$ cat src/rtl/fpu_pkg.sv
// Shared FPU definitions: flag bit positions, fp32 field layout and the
// canonical quiet NaN. Used by the multiplier result stage and its FIFO.
package fpu_pkg;

  localparam int FLAG_W = 5;
  localparam int FLG_NV = 4;
  localparam int FLG_OF = 3;
  localparam int FLG_UF = 2;
  localparam int FLG_NX = 1;
  localparam int FLG_ZR = 0;

  localparam int FP_W   = 32;
  localparam int EXP_W  = 8;
  localparam int FRAC_W = 23;

  localparam int FP_SIGN_BIT = 31;
  localparam int FP_EXP_MSB  = 30;
  localparam int FP_EXP_LSB  = 23;
  localparam int FP_FRAC_MSB = 22;
  localparam int FP_FRAC_LSB = 0;

  localparam logic [FP_W-1:0] CANON_NAN = 32'h7FC0_0000;

  typedef logic [FP_W-1:0] fp32_t;

  // Places sign, exponent and fraction into their fp32 fields unchanged.
  function automatic fp32_t pack_fp32(input logic s,
                                      input logic [EXP_W-1:0] e,
                                      input logic [FRAC_W-1:0] m);
    fp32_t r;
    r = '0;
    r[FP_SIGN_BIT] = s;
    r[FP_EXP_MSB:FP_EXP_LSB] = e;
    r[FP_FRAC_MSB:FP_FRAC_LSB] = m;
    return r;
  endfunction

endpackage

$ cat src/rtl/fpu_mul_result_stage_if.sv
// Result-stage bus: multiplier-side push interface, writeback-side pop
// interface, sticky flag status and occupancy. master = surrounding logic,
// slave = the result stage itself.
interface fpu_mul_result_stage_if #(
  parameter int DEPTH = 2,
  parameter int TAG_W = 4
);
  logic                     in_valid;
  logic                     in_ready;
  logic                     Sz;
  logic [7:0]               Ez;
  logic [22:0]              Mz;
  logic                     invalid_flag;
  logic                     overflow_flag;
  logic                     underflow_flag;
  logic                     inexact_flag;
  logic                     zero_flag;
  logic [TAG_W-1:0]         in_tag;
  logic                     out_valid;
  logic                     out_ready;
  logic [31:0]              out_result;
  logic [4:0]               out_flags;
  logic [TAG_W-1:0]         out_tag;
  logic [4:0]               sticky_flags;
  logic                     flags_clr;
  logic [$clog2(DEPTH):0]   count;

  modport master (
    output in_valid, Sz, Ez, Mz, invalid_flag, overflow_flag, underflow_flag,
           inexact_flag, zero_flag, in_tag, out_ready, flags_clr,
    input  in_ready, out_valid, out_result, out_flags, out_tag, sticky_flags, count
  );

  modport slave (
    input  in_valid, Sz, Ez, Mz, invalid_flag, overflow_flag, underflow_flag,
           inexact_flag, zero_flag, in_tag, out_ready, flags_clr,
    output in_ready, out_valid, out_result, out_flags, out_tag, sticky_flags, count
  );
endinterface

$ cat src/rtl/fpu_res_fifo.sv
// Generic DEPTH x WIDTH register FIFO with wrapping pointers and a separate
// occupancy counter. Push is ignored when full, pop is ignored when empty,
// and there is no bypass from write to read port.
module fpu_res_fifo #(
  parameter int DEPTH = 2,
  parameter int WIDTH = 41
) (
  input  logic                       clk,
  input  logic                       rst_n,
  input  logic                       push,
  input  logic [WIDTH-1:0]           wr_data,
  input  logic                       pop,
  output logic [WIDTH-1:0]           rd_data,
  output logic                       full,
  output logic                       empty,
  output logic [$clog2(DEPTH):0]     count
);
  localparam int AW = $clog2(DEPTH);
  localparam int CW = AW + 1;
  localparam logic [CW-1:0] FULL_CNT = CW'(DEPTH);

  logic [WIDTH-1:0] mem [DEPTH];
  logic [AW-1:0]    wr_ptr;
  logic [AW-1:0]    rd_ptr;
  logic [CW-1:0]    count_q;
  logic             do_push;
  logic             do_pop;

  assign full    = (count_q == FULL_CNT);
  assign empty   = (count_q == '0);
  assign do_push = push & ~full;
  assign do_pop  = pop & ~empty;
  assign rd_data = mem[rd_ptr];
  assign count   = count_q;

  // Storage array is written on accepted pushes only and needs no reset.
  always_ff @(posedge clk) begin
    if (do_push) begin
      mem[wr_ptr] <= wr_data;
    end
  end

  // Pointers wrap naturally at DEPTH; count moves only when exactly one side fires.
  always_ff @(posedge clk or negedge rst_n) begin
    if (!rst_n) begin
      wr_ptr  <= '0;
      rd_ptr  <= '0;
      count_q <= '0;
    end else begin
      if (do_push) begin
        wr_ptr <= wr_ptr + 1'b1;
      end
      if (do_pop) begin
        rd_ptr <= rd_ptr + 1'b1;
      end
      case ({do_push, do_pop})
        2'b10:   count_q <= count_q + 1'b1;
        2'b01:   count_q <= count_q - 1'b1;
        default: count_q <= count_q;
      endcase
    end
  end
endmodule

$ cat src/rtl/fpu_mul_result_stage.sv
// Multiplier result stage: packs Top_Mul outputs into an fp32 word, queues
// them with their flags and destination tag, and keeps sticky exception
// flags for retired results.
// Optional macro FPU_CANON_NAN_EN: results pushed with the invalid flag set
// are stored as the canonical quiet NaN instead of the raw Sz/Ez/Mz.
module fpu_mul_result_stage
  import fpu_pkg::*;
#(
  parameter int DEPTH = 2,
  parameter int TAG_W = 4
) (
  input  logic                  clk,
  input  logic                  rst_n,
  fpu_mul_result_stage_if.slave bus
);
  localparam int ENTRY_W = FP_W + FLAG_W + TAG_W;
  localparam int CNT_W   = $clog2(DEPTH) + 1;

  logic [FLAG_W-1:0]  in_flags;
  fp32_t              in_word;
  logic [ENTRY_W-1:0] wr_entry;
  logic [ENTRY_W-1:0] rd_entry;
  logic               push;
  logic               pop;
  logic               full;
  logic               empty;
  logic [CNT_W-1:0]   fifo_count;
  logic [FLAG_W-1:0]  head_flags;
  logic [FLAG_W-1:0]  sticky_q;

  // Gather the individual exception flags into the stored flag vector.
  always_comb begin
    in_flags         = '0;
    in_flags[FLG_NV] = bus.invalid_flag;
    in_flags[FLG_OF] = bus.overflow_flag;
    in_flags[FLG_UF] = bus.underflow_flag;
    in_flags[FLG_NX] = bus.inexact_flag;
    in_flags[FLG_ZR] = bus.zero_flag;
  end

  // Pack the result word, optionally replacing invalid results by the canonical NaN.
  always_comb begin
    in_word = pack_fp32(bus.Sz, bus.Ez, bus.Mz);
`ifdef FPU_CANON_NAN_EN
    if (bus.invalid_flag) begin
      in_word = CANON_NAN;
    end
`endif
  end

  assign wr_entry = {in_word, in_flags, bus.in_tag};
  assign push     = bus.in_valid & ~full;
  assign pop      = bus.out_ready & ~empty;

  fpu_res_fifo #(
    .DEPTH (DEPTH),
    .WIDTH (ENTRY_W)
  ) u_fifo (
    .clk     (clk),
    .rst_n   (rst_n),
    .push    (push),
    .wr_data (wr_entry),
    .pop     (pop),
    .rd_data (rd_entry),
    .full    (full),
    .empty   (empty),
    .count   (fifo_count)
  );

  assign head_flags = rd_entry[TAG_W +: FLAG_W];

  assign bus.in_ready     = ~full;
  assign bus.out_valid    = ~empty;
  assign bus.out_result   = empty ? '0 : rd_entry[ENTRY_W-1 -: FP_W];
  assign bus.out_flags    = empty ? '0 : head_flags;
  assign bus.out_tag      = empty ? '0 : rd_entry[TAG_W-1:0];
  assign bus.count        = fifo_count;
  assign bus.sticky_flags = sticky_q;

  // Accumulate flags of retired results; a clear in the same cycle as a pop acts first.
  always_ff @(posedge clk or negedge rst_n) begin
    if (!rst_n) begin
      sticky_q <= '0;
    end else if (pop) begin
      sticky_q <= (bus.flags_clr ? '0 : sticky_q) | head_flags;
    end else if (bus.flags_clr) begin
      sticky_q <= '0;
    end
  end
endmodule

$ cat src/flat_wrapper.sv
// flat-port wrapper written by rule: the top's interface ports become plain ports
module fpu_mul_result_stage_flat import fpu_pkg::*;
#(
  parameter int DEPTH = 2,
  parameter int TAG_W = 4
)
  (clk, rst_n, bus_in_valid, bus_Sz, bus_Ez, bus_Mz, bus_invalid_flag, bus_overflow_flag, bus_underflow_flag, bus_inexact_flag, bus_zero_flag, bus_in_tag, bus_out_ready, bus_flags_clr, bus_in_ready, bus_out_valid, bus_out_result, bus_out_flags, bus_out_tag, bus_sticky_flags, bus_count);
  fpu_mul_result_stage_if #(.DEPTH(DEPTH), .TAG_W(TAG_W)) bus_i ();
  input  logic clk;
  input  logic rst_n;
  input wire logic [$bits(bus_i.in_valid)-1:0] bus_in_valid;
  input wire logic [$bits(bus_i.Sz)-1:0] bus_Sz;
  input wire logic [$bits(bus_i.Ez)-1:0] bus_Ez;
  input wire logic [$bits(bus_i.Mz)-1:0] bus_Mz;
  input wire logic [$bits(bus_i.invalid_flag)-1:0] bus_invalid_flag;
  input wire logic [$bits(bus_i.overflow_flag)-1:0] bus_overflow_flag;
  input wire logic [$bits(bus_i.underflow_flag)-1:0] bus_underflow_flag;
  input wire logic [$bits(bus_i.inexact_flag)-1:0] bus_inexact_flag;
  input wire logic [$bits(bus_i.zero_flag)-1:0] bus_zero_flag;
  input wire logic [$bits(bus_i.in_tag)-1:0] bus_in_tag;
  input wire logic [$bits(bus_i.out_ready)-1:0] bus_out_ready;
  input wire logic [$bits(bus_i.flags_clr)-1:0] bus_flags_clr;
  output wire logic [$bits(bus_i.in_ready)-1:0] bus_in_ready;
  output wire logic [$bits(bus_i.out_valid)-1:0] bus_out_valid;
  output wire logic [$bits(bus_i.out_result)-1:0] bus_out_result;
  output wire logic [$bits(bus_i.out_flags)-1:0] bus_out_flags;
  output wire logic [$bits(bus_i.out_tag)-1:0] bus_out_tag;
  output wire logic [$bits(bus_i.sticky_flags)-1:0] bus_sticky_flags;
  output wire logic [$bits(bus_i.count)-1:0] bus_count;
  assign bus_i.in_valid = bus_in_valid;
  assign bus_i.Sz = bus_Sz;
  assign bus_i.Ez = bus_Ez;
  assign bus_i.Mz = bus_Mz;
  assign bus_i.invalid_flag = bus_invalid_flag;
  assign bus_i.overflow_flag = bus_overflow_flag;
  assign bus_i.underflow_flag = bus_underflow_flag;
  assign bus_i.inexact_flag = bus_inexact_flag;
  assign bus_i.zero_flag = bus_zero_flag;
  assign bus_i.in_tag = bus_in_tag;
  assign bus_i.out_ready = bus_out_ready;
  assign bus_i.flags_clr = bus_flags_clr;
  assign bus_in_ready = bus_i.in_ready;
  assign bus_out_valid = bus_i.out_valid;
  assign bus_out_result = bus_i.out_result;
  assign bus_out_flags = bus_i.out_flags;
  assign bus_out_tag = bus_i.out_tag;
  assign bus_sticky_flags = bus_i.sticky_flags;
  assign bus_count = bus_i.count;
  fpu_mul_result_stage #(.DEPTH(DEPTH), .TAG_W(TAG_W)) u_core (.clk(clk), .rst_n(rst_n), .bus(bus_i));
endmodule
$ cat config.mk
export PLATFORM = sky130hd
export DESIGN_NAME = fpu_mul_result_stage_flat
export DESIGN_NICKNAME = d
export VERILOG_FILES = /design/src/rtl/fpu_pkg.sv /design/src/rtl/fpu_mul_result_stage_if.sv /design/src/rtl/fpu_res_fifo.sv /design/src/rtl/fpu_mul_result_stage.sv /design/src/flat_wrapper.sv
export SDC_FILE = /design/constraint.sdc
export NUM_CORES = 1
export LEC_CHECK = 0
export CORE_UTILIZATION = 45
export DETAILED_ROUTE_END_ITERATION = 6
export HOLD_SLACK_MARGIN = 0.05
export MAX_ROUTING_LAYER = met4
export PLACE_DENSITY = 0.73
export SLEW_MARGIN = 20
export SYNTH_ARGS = -nofsm -noshare
export SYNTH_HDL_FRONTEND = slang
export SYNTH_HIERARCHICAL = 1
export SYNTH_SLANG_ARGS = --single-unit
$ cat constraint.sdc
create_clock -name clk -period 4 [get_ports clk]
set_clock_uncertainty 0.05 [all_clocks]
set_input_delay 1 -clock clk [delete_from_list [all_inputs] [get_ports clk]]
set_output_delay 1 -clock clk [all_outputs]
set_load 0.05 [all_outputs]
==> impl_metrics.yaml <==
yosys:
  yosys-top-cells-area: "sky130_fd_sc_hd__edfxtp_1, sky130_fd_sc_hd__mux2_4, sky130_fd_sc_hd__nor2b_1, sky130_fd_sc_hd__dfrtp_1, sky130_fd_sc_hd__buf_12"
  synth.top_cell.area_share: 0.641
  synth_sequential_area_ratio: 0.700
  mappedNetlistNets: 253
  yosysWarningCount: 6
  yosys.cell_types.count: 18
  number_of_instances_in_the_synthesized_netlist: 206
  ys_ff_latch: 91
  syn-mean-instance-area_um2: 18.6
  synth_area_um2: 3840
  synthDominantAreaCellType: "sky130_fd_sc_hd__edfxtp_1"
clocking:
  numCtsBuffers: 9
  clkLatencyLatePin_ps: 340
  post_cts_buffers: 0
  post_cts.resized_instances: 0
  cts-root-buf: "sky130_fd_sc_hd__clkbuf_8"
  cts-htree-levels: 3
  path_clk_slew_ps: 80
  cts_hold_repair.buffers: 0
  clock_sink_count: 91
  cts_tree: "yes"
  max-clock-path-buffers: 2
run_status:
  status: "finished clean"
worst_setup_path:
  regToRegStartpoint: "u_core/u_fifo/count[1]"
  endpoint_kind: "output port"
  setup.worst_path.class: "register to output port"
  biggest_fanout_along_the_worst_timing_path: 17
  cp-startpoint: "u_core/u_fifo/rd_ptr"
  r2r_setup_slack_ps: 1850
  worstPathRequired_ps: 2950
  crit_arrival_ps: 2570
  start_kind: "register"
min_path:
  hold_path.startpoint: "u_core/bus.sticky_flags[3]"
  hold_class: "register to register"
grt:
  antenna_found_initial: 0
  grt_start_max_net_pins: 34
  grt_first_pass_wirelength_mm: 9.56
  busiest_layer: "met2"
  grt_use_met2: 0.244
  gr-usage-met1: 0.191
  grt_pass1_vias: 1952
  overflow: 0
  grtUsageTotal: 0.153
  met3_usage: 0.0242
layout:
  commonest_cells_after_routing_fill_and_taps_aside: "sky130_fd_sc_hd__clkdlybuf4s50_1, sky130_fd_sc_hd__edfxtp_1, sky130_fd_sc_hd__nor2b_1"
  fill_cells: 594
  final_net_count: 355
  area_added_between_synthesis_and_finish_pct: 32.0
  area_used_by_sequential_logic_in_the_layout_um2: 2690
  mostFrequentLayoutCell: "sky130_fd_sc_hd__clkdlybuf4s50_1"
  insertedDiodeCount: 0
  multiInputGateArea_um2: 1030
  fin_area_um2: 5070
  layout-drive-gt1-share: 0.204
sta:
  final-setup-viol-count: 0
  final.min_clock_period_ps: 3620
  finalCritPeriodShare: 0.905
  maxSlewViolCount: 0
  setup_repair_after_global_routing_missed_its_margin: "no"
  setup_tns_ps: 0
  worst_slew_margin_rel: 0.618
  pin_slew_with_the_least_headroom_to_its_limit_ps: 574
  fmax_mhz: 276
  report.final.hold_viol_count: 0
die:
  die_y_um: 94.4
  pin_count: 96
  core_area_um2: 8220
  placement_rows: 33
  chipWidth_um: 94.4
  start_util: 0.467
  fp.dieArea_um2: 8910
route:
  vias: 2011
  drt_pre_antenna_iters: 4
  vias_per_cell: 4.81
  routed_wire_length_per_instance_um: 15.0
  detailed_route_drc_error_count: 0
  first_iter_violations: 58
  routed_wl_mm: 6.27
  drtAntennaViolNets: 0
placement:
  numPortBuffers: 95
  hpwl_mm: 4.13
  gp_congestion: 0.707
  dpl-instance-area_um2: 4880
flow_run:
  max_cap_violations: 0
[stage by stage]
| step | worst slack [ps] | instances | util | hold slack, ps |
|---|---|---|---|---|
| 2_1_floorplan | 537 | 206 | - | 411 |
| 3_3_place_gp | 755 | 402 | 0.594 | 442 |
| 3_5_place_dp | 750 | 402 | 0.594 | 440 |
| 4_1_cts | 364 | 418 | 0.617 | 464 |
| 5_1_grt | 269 | 418 | 0.617 | 484 |
| 6_report | 380 | 418 | 0.617 | 457 |
[kinds of logic after synthesis]
| kind of cell | after synthesis | synth area share |
|---|---|---|
| AO/OA/AOI/OAI | 5 | 0.0114 |
| XOR/XNOR | 5 | 0.0114 |
| adder cells (fa/ha/maj) | 1 | 0.00326 |
| buffers and inverters | 13 | 0.0362 |
| flip-flops | 91 | 0.700 |
| multiplexers | 41 | 0.158 |
| AND/OR/NAND/NOR | 50 | 0.0795 |
[critical path, stage by stage (launching register included)]
cell	delay, ps
sky130_fd_sc_hd__dfrtp_2	740
sky130_fd_sc_hd__buf_4	300
sky130_fd_sc_hd__mux2_2	340
sky130_fd_sc_hd__nor2b_1	130
sky130_fd_sc_hd__clkdlybuf4s50_1	720
[final cells by class]
cell class / instances / area share
Clock buffer: 13 / 0.0294
Timing Repair Buffer: 100 / 0.200
Sequential cell: 91 / 0.531
Multi-Input combinational cell: 102 / 0.203
Inverter: 4 / 0.00296
Clock inverter: 3 / 0.00790
Tap cell: 105 / 0.0259
[cell usage after synthesis]
master / count
sky130_fd_sc_hd__mux2_2: 2
sky130_fd_sc_hd__dfrtp_1: 9
sky130_fd_sc_hd__edfxtp_1: 82
sky130_fd_sc_hd__mux2_4: 39
sky130_fd_sc_hd__nand2b_1: 1
sky130_fd_sc_hd__a22o_1: 5
sky130_fd_sc_hd__buf_2: 2
sky130_fd_sc_hd__ha_1: 1
sky130_fd_sc_hd__xnor2_1: 3
sky130_fd_sc_hd__nand2_1: 1
sky130_fd_sc_hd__buf_6: 3
sky130_fd_sc_hd__nor2b_2: 1
sky130_fd_sc_hd__nor2b_1: 43
sky130_fd_sc_hd__inv_1: 4
sky130_fd_sc_hd__xor2_1: 2
sky130_fd_sc_hd__nor2_1: 3
sky130_fd_sc_hd__buf_12: 4
sky130_fd_sc_hd__and3_1: 1
[registers in the layout, summed over array words and instances, names as in the netlist]
signal and count:
u_core/bus.sticky_flags 5, u_core/u_fifo/count 2, u_core/u_fifo/mem 82, u_core/u_fifo/rd_ptr 1
u_core/u_fifo/wr_ptr 1
[final timing paths]
path | endpoint | depth (start not counted)
setup / recovery | bus_out_result[6] | 4
hold / removal | u_core/bus.sticky_flags[3] | 1
setup reg to reg | u_core/u_fifo/count[1] | 7
hold reg to reg | u_core/bus.sticky_flags[3] | 1
max in group asynchronous | u_core/u_fifo/rd_ptr | 1
min in group asynchronous | u_core/bus.sticky_flags[2] | 1
[metal layers]
layer	vias to the layer above	routed length, µm	share of wire
met5	-	0	0
met1	992	2780	0.44
met4	0	64	0.010
met3	7	285	0.045
met2	58	3140	0.50
li1	954	-	-
Power is left out: the tool's default activity adds up to more than one toggle a clock period on the data nets, which glitch-free logic cannot reach.
